[config.mk]
export PLATFORM = sky130hd
export DESIGN_NAME = input_loop_sequencer_flat
export DESIGN_NICKNAME = d
export VERILOG_FILES = /design/src/rtl/input_loop_sequencer_if.sv /design/src/rtl/input_loop_sequencer.sv /design/src/flat_wrapper.sv
export SDC_FILE = /design/constraint.sdc
export NUM_CORES = 1
export LEC_CHECK = 0
export ABC_AREA = 0
export CORE_AREA = 2 2 253 255
export DETAILED_ROUTE_END_ITERATION = 8
export DIE_AREA = 0 0 255 257
export PLACE_DENSITY = 0.3
export RECOVER_POWER = 25
export SLEW_MARGIN = 20
export SYNTH_ARGS = -nofsm -noshare
export SYNTH_HDL_FRONTEND = slang
export SYNTH_SLANG_ARGS = --single-unit
[constraint.sdc]
create_clock -name clk_i -period 1.8 [get_ports clk_i]
set_clock_uncertainty 0.1 [all_clocks]
set_input_delay 0.36 -clock clk_i [delete_from_list [all_inputs] [get_ports clk_i]]
set_output_delay 0.36 -clock clk_i [all_outputs]
set_load 0.02 [all_outputs]
[src/rtl/input_loop_sequencer_if.sv]
// Sequencer bus: start/bias request, tile-buffer reads, MAC operand/sum path, result handshake.
// Values are IEEE-754 single-precision bit patterns; master = sequencer, slave = environment.
interface input_loop_sequencer_if #(
  parameter int Tn_p = 4,
  parameter int N_p  = 16
);
  localparam int CHUNKS_lp = (N_p + Tn_p - 1) / Tn_p;
  localparam int CW_lp     = ($clog2(CHUNKS_lp + 1) > 1) ? $clog2(CHUNKS_lp + 1) : 1;

  logic                       start_v_i;
  logic                       start_ready_o;
  logic [31:0]                bias_i;
  logic                       buf_rd_v_o;
  logic [CW_lp-1:0]           buf_rd_addr_o;
  logic [Tn_p-1:0][31:0]      fm_buf_i;
  logic [Tn_p-1:0][31:0]      w_buf_i;
  logic [Tn_p-1:0][31:0]      mac_fm_o;
  logic [Tn_p-1:0][31:0]      mac_w_o;
  logic [31:0]                mac_init_o;
  logic [31:0]                mac_sum_i;
  logic                       result_v_o;
  logic [31:0]                result_o;
  logic                       result_yumi_i;
  logic                       busy_o;

  modport master (
    input  start_v_i, bias_i, fm_buf_i, w_buf_i, mac_sum_i, result_yumi_i,
    output start_ready_o, buf_rd_v_o, buf_rd_addr_o, mac_fm_o, mac_w_o,
           mac_init_o, result_v_o, result_o, busy_o
  );

  modport slave (
    output start_v_i, bias_i, fm_buf_i, w_buf_i, mac_sum_i, result_yumi_i,
    input  start_ready_o, buf_rd_v_o, buf_rd_addr_o, mac_fm_o, mac_w_o,
           mac_init_o, result_v_o, result_o, busy_o
  );
endinterface

[src/rtl/input_loop_sequencer.sv]
// Drives the input_loop MAC over ceil(N_p/Tn_p) chunks for one output element; result_v_o at
// start+CHUNKS+2 cycles, held in DONE until yumi; start accepted only in IDLE.
module input_loop_sequencer #(
  parameter int Tn_p = 4,
  parameter int N_p  = 16
) (
  input  logic                   clk_i,
  input  logic                   reset_n_i,
  input_loop_sequencer_if.master seq_if_io
);
  localparam int CHUNKS_lp = (N_p + Tn_p - 1) / Tn_p;
  localparam int CW_lp     = ($clog2(CHUNKS_lp + 1) > 1) ? $clog2(CHUNKS_lp + 1) : 1;
  localparam logic [CW_lp-1:0] CHUNKS_CW_lp = CW_lp'(CHUNKS_lp);
  localparam logic [CW_lp-1:0] LAST_CW_lp   = CW_lp'(CHUNKS_lp - 1);

  typedef enum logic [1:0] {IDLE, RUN, DONE} state_e;

  state_e           state_q, state_d;
  logic [31:0]      acc_q, acc_d;
  logic [CW_lp-1:0] rd_ptr_q, rd_ptr_d;
  logic [CW_lp-1:0] acc_cnt_q, acc_cnt_d;
  logic [CW_lp-1:0] chunk_q, chunk_d;
  logic             data_v_q, data_v_d;

  logic start_fire, read_fire, acc_fire, last_acc;

  assign start_fire = (state_q == IDLE) && seq_if_io.start_v_i;
  assign read_fire  = (state_q == RUN) && (rd_ptr_q < CHUNKS_CW_lp);
  assign acc_fire   = (state_q == RUN) && data_v_q;
  assign last_acc   = acc_fire && (acc_cnt_q == LAST_CW_lp);

  always_ff @(posedge clk_i or negedge reset_n_i) begin
    if (!reset_n_i) begin
      state_q <= IDLE;
    end else begin
      state_q <= state_d;
    end
  end

  always_comb begin
    state_d = state_q;
    case (state_q)
      IDLE:    if (start_fire) state_d = RUN;
      RUN:     if (last_acc) state_d = DONE;
      DONE:    if (seq_if_io.result_yumi_i) state_d = IDLE;
      default: state_d = IDLE;
    endcase
  end

  // Read of chunk k overlaps the accumulate of chunk k-1; rd_ptr stops at CHUNKS.
  always_comb begin
    acc_d     = acc_q;
    rd_ptr_d  = rd_ptr_q;
    acc_cnt_d = acc_cnt_q;
    chunk_d   = chunk_q;
    data_v_d  = read_fire;
    if (start_fire) begin
      acc_d     = seq_if_io.bias_i;
      rd_ptr_d  = '0;
      acc_cnt_d = '0;
    end
    if (read_fire) begin
      rd_ptr_d = rd_ptr_q + 1'b1;
      chunk_d  = rd_ptr_q;
    end
    if (acc_fire) begin
      acc_d     = seq_if_io.mac_sum_i;
      acc_cnt_d = acc_cnt_q + 1'b1;
    end
  end

  always_ff @(posedge clk_i or negedge reset_n_i) begin
    if (!reset_n_i) begin
      acc_q     <= '0;
      rd_ptr_q  <= '0;
      acc_cnt_q <= '0;
      chunk_q   <= '0;
      data_v_q  <= 1'b0;
    end else begin
      acc_q     <= acc_d;
      rd_ptr_q  <= rd_ptr_d;
      acc_cnt_q <= acc_cnt_d;
      chunk_q   <= chunk_d;
      data_v_q  <= data_v_d;
    end
  end

  always_comb begin
    seq_if_io.start_ready_o = (state_q == IDLE);
    seq_if_io.busy_o        = (state_q != IDLE);
    seq_if_io.buf_rd_v_o    = read_fire;
    seq_if_io.buf_rd_addr_o = rd_ptr_q;
    seq_if_io.mac_init_o    = acc_q;
    seq_if_io.result_v_o    = (state_q == DONE);
    seq_if_io.result_o      = acc_q;
    seq_if_io.mac_fm_o      = '0;
    seq_if_io.mac_w_o       = '0;
    // Lanes past the last real channel of the final chunk contribute exactly zero.
    for (int j = 0; j < Tn_p; j++) begin
      if (acc_fire && ((int'(chunk_q) * Tn_p + j) < N_p)) begin
        seq_if_io.mac_fm_o[j] = seq_if_io.fm_buf_i[j];
        seq_if_io.mac_w_o[j]  = seq_if_io.w_buf_i[j];
      end
    end
  end
endmodule

[src/flat_wrapper.sv]
// flat-port wrapper written by rule: the top's interface ports become plain ports
module input_loop_sequencer_flat 
#(
  parameter int Tn_p = 4,
  parameter int N_p  = 16
)
  (clk_i, reset_n_i, seq_if_io_start_v_i, seq_if_io_bias_i, seq_if_io_fm_buf_i, seq_if_io_w_buf_i, seq_if_io_mac_sum_i, seq_if_io_result_yumi_i, seq_if_io_start_ready_o, seq_if_io_buf_rd_v_o, seq_if_io_buf_rd_addr_o, seq_if_io_mac_fm_o, seq_if_io_mac_w_o, seq_if_io_mac_init_o, seq_if_io_result_v_o, seq_if_io_result_o, seq_if_io_busy_o);
  input_loop_sequencer_if #(.Tn_p(Tn_p), .N_p(N_p)) seq_if_io_i ();
  input  logic clk_i;
  input  logic reset_n_i;
  input wire logic [$bits(seq_if_io_i.start_v_i)-1:0] seq_if_io_start_v_i;
  input wire logic [$bits(seq_if_io_i.bias_i)-1:0] seq_if_io_bias_i;
  input wire logic [$bits(seq_if_io_i.fm_buf_i)-1:0] seq_if_io_fm_buf_i;
  input wire logic [$bits(seq_if_io_i.w_buf_i)-1:0] seq_if_io_w_buf_i;
  input wire logic [$bits(seq_if_io_i.mac_sum_i)-1:0] seq_if_io_mac_sum_i;
  input wire logic [$bits(seq_if_io_i.result_yumi_i)-1:0] seq_if_io_result_yumi_i;
  output wire logic [$bits(seq_if_io_i.start_ready_o)-1:0] seq_if_io_start_ready_o;
  output wire logic [$bits(seq_if_io_i.buf_rd_v_o)-1:0] seq_if_io_buf_rd_v_o;
  output wire logic [$bits(seq_if_io_i.buf_rd_addr_o)-1:0] seq_if_io_buf_rd_addr_o;
  output wire logic [$bits(seq_if_io_i.mac_fm_o)-1:0] seq_if_io_mac_fm_o;
  output wire logic [$bits(seq_if_io_i.mac_w_o)-1:0] seq_if_io_mac_w_o;
  output wire logic [$bits(seq_if_io_i.mac_init_o)-1:0] seq_if_io_mac_init_o;
  output wire logic [$bits(seq_if_io_i.result_v_o)-1:0] seq_if_io_result_v_o;
  output wire logic [$bits(seq_if_io_i.result_o)-1:0] seq_if_io_result_o;
  output wire logic [$bits(seq_if_io_i.busy_o)-1:0] seq_if_io_busy_o;
  assign seq_if_io_i.start_v_i = seq_if_io_start_v_i;
  assign seq_if_io_i.bias_i = seq_if_io_bias_i;
  assign seq_if_io_i.fm_buf_i = seq_if_io_fm_buf_i;
  assign seq_if_io_i.w_buf_i = seq_if_io_w_buf_i;
  assign seq_if_io_i.mac_sum_i = seq_if_io_mac_sum_i;
  assign seq_if_io_i.result_yumi_i = seq_if_io_result_yumi_i;
  assign seq_if_io_start_ready_o = seq_if_io_i.start_ready_o;
  assign seq_if_io_buf_rd_v_o = seq_if_io_i.buf_rd_v_o;
  assign seq_if_io_buf_rd_addr_o = seq_if_io_i.buf_rd_addr_o;
  assign seq_if_io_mac_fm_o = seq_if_io_i.mac_fm_o;
  assign seq_if_io_mac_w_o = seq_if_io_i.mac_w_o;
  assign seq_if_io_mac_init_o = seq_if_io_i.mac_init_o;
  assign seq_if_io_result_v_o = seq_if_io_i.result_v_o;
  assign seq_if_io_result_o = seq_if_io_i.result_o;
  assign seq_if_io_busy_o = seq_if_io_i.busy_o;
  input_loop_sequencer #(.Tn_p(Tn_p), .N_p(N_p)) u_core (.clk_i(clk_i), .reset_n_i(reset_n_i), .seq_if_io(seq_if_io_i));
endmodule
# Word level (Yosys, flattened, before mapping)

Index checks and enable logic that the tools add are counted.

Reductions and logical operators: 13
Equal/unequal tests: 6
Muxes and demuxes: 17
$mul: 0
Add/subtract/negate cells: 5
Bitwise logic cells: 0
Shift-type cells: 0
Order comparisons: 5
Div/mod/pow operators: 0

Operators with widths:

| cell                                                                           | number |
|---|---|
| 32-bit two-way mux                                                             | 10 |
| 32-bit by 6-bit less-than comparator with 1-bit output (second input constant) | 3 |
| 5-bit by 2-bit adder with 6-bit output (second input constant)                 | 2 |
| 3-bit two-way mux                                                              | 3 |
| 1-bit logical AND                                                              | 8 |
| 3-bit by 1-bit adder with 3-bit output (second input constant)                 | 2 |
| 5-bit by 1-bit adder with 6-bit output (second input constant)                 | 1 |
| 2-bit two-way mux                                                              | 3 |
| 2-bit case mux with 3 select lines                                             | 1 |
| 2-bit nonzero test                                                             | 3 |
| 5-bit less-than comparator (second input constant)                             | 1 |
| 2-bit by 1-bit != test with 1-bit output (second input constant)               | 2 |
| 3-bit by 2-bit equality test with 1-bit output (second input constant)         | 1 |
| 3-bit less-than comparator (second input constant)                             | 1 |
| 3-bit AND reduction                                                            | 1 |
| 2-bit by 1-bit equality test with 1-bit output (second input constant)         | 1 |
| 2-bit equality test (second input constant)                                    | 1 |
| 2-bit zero test                                                                | 1 |
| 2-bit != test (second input constant)                                          | 1 |

Logic and storage cells: 52
Input port bits: 324
Bits in latches: 0
ROM bits: 0
RAM bits: 0
Memories: 0
Bits in registers: 44
Output and inout port bits: 327

# Longest topological paths before layout

Word-level depth: 5
Mapped depth: 5
Mapped depth without buffers: 4

# Worst setup path before layout

OpenSTA, ideal clock, no wires.

Path type: register to output
Start: register u_core.data_v_q
End: output seq_if_io_mac_fm_o[0]
Arrival: 1.279 ns
Slack: 0.061 ns
Required time: 1.340 ns
Cell stages (with the launch flop): 6
Path buffers: 2
Cells stage by stage: dfrtp_1 -> nand2_4 -> nor3_4 -> buf_2 -> clkbuf_2 -> and2_1

Word-level cells in the longest chain between the ends: 3

RTL lines:

| item                   | RTL line                    | RTL |
|---|---|---|
| start, declared        | input_loop_sequencer.sv:23  | `logic data_v_q, data_v_d;` |
| start signal, assigned | input_loop_sequencer.sv:84  | `data_v_q <= data_v_d;` |
| 1-bit logical AND      | input_loop_sequencer.sv:29  | `assign acc_fire = (state_q == RUN) && data_v_q;` |
| 1-bit logical AND      | input_loop_sequencer.sv:100 | `if (acc_fire && ((int'(chunk_q) * Tn_p + j) < N_p)) begin` |
| 32-bit two-way mux     | input_loop_sequencer.sv:100 |  |
| end, declared          | flat_wrapper.sv:20          | `output wire logic [$bits(seq_if_io_i.mac_fm_o)-1:0] seq_if_io_mac_fm_o;` |

No other way between the ends.

# Worst setup path in the final report

Start: register u_core.chunk_q[2]
End: output seq_if_io_mac_fm_o[110]

Word-level cells in the longest chain between the ends: 4

RTL lines:

| item                                                   | RTL line                    | RTL |
|---|---|---|
| start, declared                                        | input_loop_sequencer.sv:22  | `logic [CW_lp-1:0] chunk_q, chunk_d;` |
| start signal, assigned                                 | input_loop_sequencer.sv:83  | `chunk_q <= chunk_d;` |
| 5-bit by 2-bit adder with 6-bit output                 | input_loop_sequencer.sv:100 |  |
| 32-bit by 6-bit less-than comparator with 1-bit output | input_loop_sequencer.sv:100 |  |
| 1-bit logical AND                                      | input_loop_sequencer.sv:100 |  |
| 32-bit two-way mux                                     | input_loop_sequencer.sv:100 |  |

No other way between the ends.

==> impl_results.md <==
* Run status: finished, violations left
* Violated checks: setup timing
* Maxcap violations at 0
* Number of global-route vias before repair at 5,933
* Yosys warning total at 0
* Max frequency at 430 MHz
* Clock root buffer: clkbuf_16
* Die width at 255 um
* CTS tree: built
* Final worst setup slack at -0.523 ns
* DRT Wirelength at 36,600 um
* Synth Register Bits at 42
* Syn Inst Count at 464
* Final hold vios at 0
* Die Ht at 257 um
* Routed Antenna Nets at 0
* Fillers at 7,029
* Synth unique cells at 26
* Power Dens Cells at 1370 nW/um^2
* RSZ-0062 raised after global routing: true
* Rel. slew slack at 53.1%
* Layout Cells excl Fill at 1,937
* Setup violations, final at 300
* Register share of total power at 11.9%
* XOR/XNOR share of the synthesized area at 0%
* Routed vias/inst at 2.91
* Clock sinks at 42
* Post-DP HPWL at 32,600 um
* Portion of netlist area occupied by mux cells at 22.4%
* Critical path class: reg2out
* Placed insts at 1,921
* Internal power at 0.00836 W
* Synthesized-area fraction occupied by adder cells at 0.870%
* Synthesized area per cell at 9.30 um^2
* EDFF count, synth at 0
* VDD IR max at 0.000605 V
* Mapped cell area at 4320 um^2
* Net count after synthesis at 791
* Largest family of logic cells by synthesized area: simple AND/OR/NAND/NOR gates
* Hold Crit Class: reg2reg
* CP startpoint kind: register
* Max incr delay on CP at 0.41 ns
* Sw frac at 47.2%
* Worst-path clk slew at 0.07 ns
* Critical Path Sink Type: output port
* Initial Util at 6.88%
* Seq/Total Area, Yosys at 24.3%
* Cell Chain, Critical Path: nor3_4, buf_12, buf_12, buf_12, and2_1, clkdlybuf4s15_2
* Global-route wire length before repair at 47,200 um
* DRT iter0 DRCs at 124
* Post-route DRC at 0
* Delay-heaviest family, CP: buffers and inverters
* Initial antenna violation count at 14
* Pwr Total at 0.0158 W
* Most common cell after layout, fill and taps aside: clkdlybuf4s50_1
* Inserted Clock Buffers at 5
* Die area at 65,500 um^2
* Slew @ Worst Pin at 0.703 ns
* Gr usage total at 10.4%
* Grt total ovfl at 0
* Psw at 0.00747 W
* Clk_lat worst skew at 0.29 ns
* CP Data Arrival Time at 1.86 ns
* Simple-Gate Fraction of Synth Area at 39.3%
* Row cnt at 92
* Period Utilization, post-route at 129%
* Asr flop ratio synth at 100%
* GP Congestion at 0.913
* Leakage power at 4.98 nW
* Max clock buf depth at 2
* Critical path peak fanout at 29
* Core area at 62,700 um^2
* Nets at 1,412
* Post-synthesis compound-gate area fraction at 2.06%
* Post-layout min period at 2.32 ns
* Slew Limit Fails at 0
* Drt wl/cell at 18.9 um
* Top FF cell, synth: dfrtp_1
* Cell mode on critical path: buf_12
* Worst path required time at 1.34 ns
* Worst Path Buf+Inv at 4
* Share of layout cells above drive strength 1 at 32.7%
* Port Buf Inserts at 650
* Largest net degree at the start of global routing at 47
* Clock network fraction of total power at 6.1%
* Area growth, synth to finish at 167%
* Vias at 5,636
* H-tree depth at 2
* Most frequent cells in the layout: clkdlybuf4s50_1 (393), and2_1 (252), clkbuf_2 (120)
* Io pins at 651
* Detailed Routing Iterations Pass 1 at 4
* Comb power frac at 82.1%
* CP max-delay cell: dfrtp_1
## what timing repair did
action / in CTS / in global routing
setup endpoints to repair: 311 / 338
setup buffers: 1 / 0
gates cloned: 1 / 0
hold buffers: 1 / 0
gates resized for setup: 468 / 316
pin swaps: 3 / 1
hold endpoints to repair: 42 / 0
## power by group through the flow
stage / Combinational [W] / Sequential, W / Clock (W)
after floorplan: 0.00679 / 0.00227 / 0
after global placement: 0.0140 / 0.00192 / 0
after detailed placement: 0.0139 / 0.00190 / 0
after CTS: 0.0134 / 0.00191 / 0.00103
after global routing: 0.0139 / 0.00196 / 0.00106
final: 0.0130 / 0.00188 / 0.000963
## sequential cells by signal, summed over array words and instances (netlist names)
name and count:
u_core.seq_if_io.mac_init_o 32, u_core.acc_cnt_q 3, u_core.seq_if_io.buf_rd_addr_o 3, u_core.state_q 2, u_core.chunk_q 1, u_core.data_v_q 1
## metrics by stage
stage	TNS, ns	util (%)	hold slack (ns)	setup slack, ns	area [um^2]
2_1_floorplan	0	-	-0.0356	0.0611	4320
3_3_place_gp	-119.57	18.9	0.274	-0.609	11900
3_5_place_dp	-118.10	18.9	0.274	-0.606	11900
4_1_cts	-134.95	19.1	0.405	-0.578	12000
5_1_grt	-131.70	18.4	0.442	-0.641	11500
6_report	-96.68	18.4	0.398	-0.523	11500
## worst reg2reg max path: stages (launching register included)
cell and delay [ns]:
dfrtp_1 0.41, nand2_4 0.09, buf_4 0.54, a21oi_4 0.17
buf_12 0.21, mux2_4 0.36
## worst paths after layout
check | start | to | slack (ns) | depth (start not counted)
max in group asynchronous | reset_n_i | u_core.seq_if_io.mac_init_o[12] | 0.55 | 3
min | u_core.acc_cnt_q[2] | u_core.acc_cnt_q[2] | 0.40 | 1
min in group asynchronous | reset_n_i | u_core.seq_if_io.mac_init_o[6] | 0.63 | 3
min reg2reg | u_core.acc_cnt_q[2] | u_core.acc_cnt_q[2] | 0.40 | 1
max reg2reg | u_core.data_v_q | u_core.seq_if_io.mac_init_o[3] | -0.19 | 5
max | u_core.chunk_q[2] | seq_if_io_mac_fm_o[110] | -0.52 | 6
## cell families (layout without fill, tap and decap cells)
group                      Yosys count  in the layout
buffers and inverters               72            694
and+or+nand+nor                    269            269
other                                0              5
DFF                                 42             42
AOI/OAI and AO/OA                   12             12
adders and majority gates            3              3
muxes                               66             66
## cells in the mapped netlist, types with 2 or more instances
library cell | number | area, um^2
a21oi_1 | 3 | 15.0
a22o_1 | 4 | 35.0
and2_1 | 256 | 1600
buf_2 | 2 | 10.0
buf_4 | 34 | 255
buf_6 | 6 | 67.6
clkbuf_2 | 24 | 120
dfrtp_1 | 42 | 1050
ha_1 | 3 | 37.5
inv_1 | 5 | 18.8
mux2_2 | 5 | 56.3
mux2_4 | 60 | 901
nand2b_1 | 2 | 12.5
nor2_1 | 3 | 11.3
nor2b_1 | 2 | 12.5
o21ai_0 | 2 | 10.0
o22ai_1 | 2 | 12.5
## area by class of cell
cell class	instances	area [um^2]	area share, %
Multi-Input combinational cell	350	2800	24.3
Sequential cell	42	1050	9.12
Clock buffer	7	143	1.24
Inverter	5	18.8	0.163
Antenna cell	5	12.5	0.109
Clock inverter	1	5.00	0.0434
Timing Repair Buffer	681	6440	55.9
Tap cell	846	1060	9.18
## per-layer routing
layer / vias to the layer above / GRT usage (%) / routed length (um)
li1: 2666 / - / -
met1: 2563 / 9.47 / 11700
met2: 357 / 21.4 / 20600
met3: 44 / 3.66 / 3620
met4: 6 / 2.11 / 680
met5: - / 0 / 36
(Power assumes the default switching activity.)
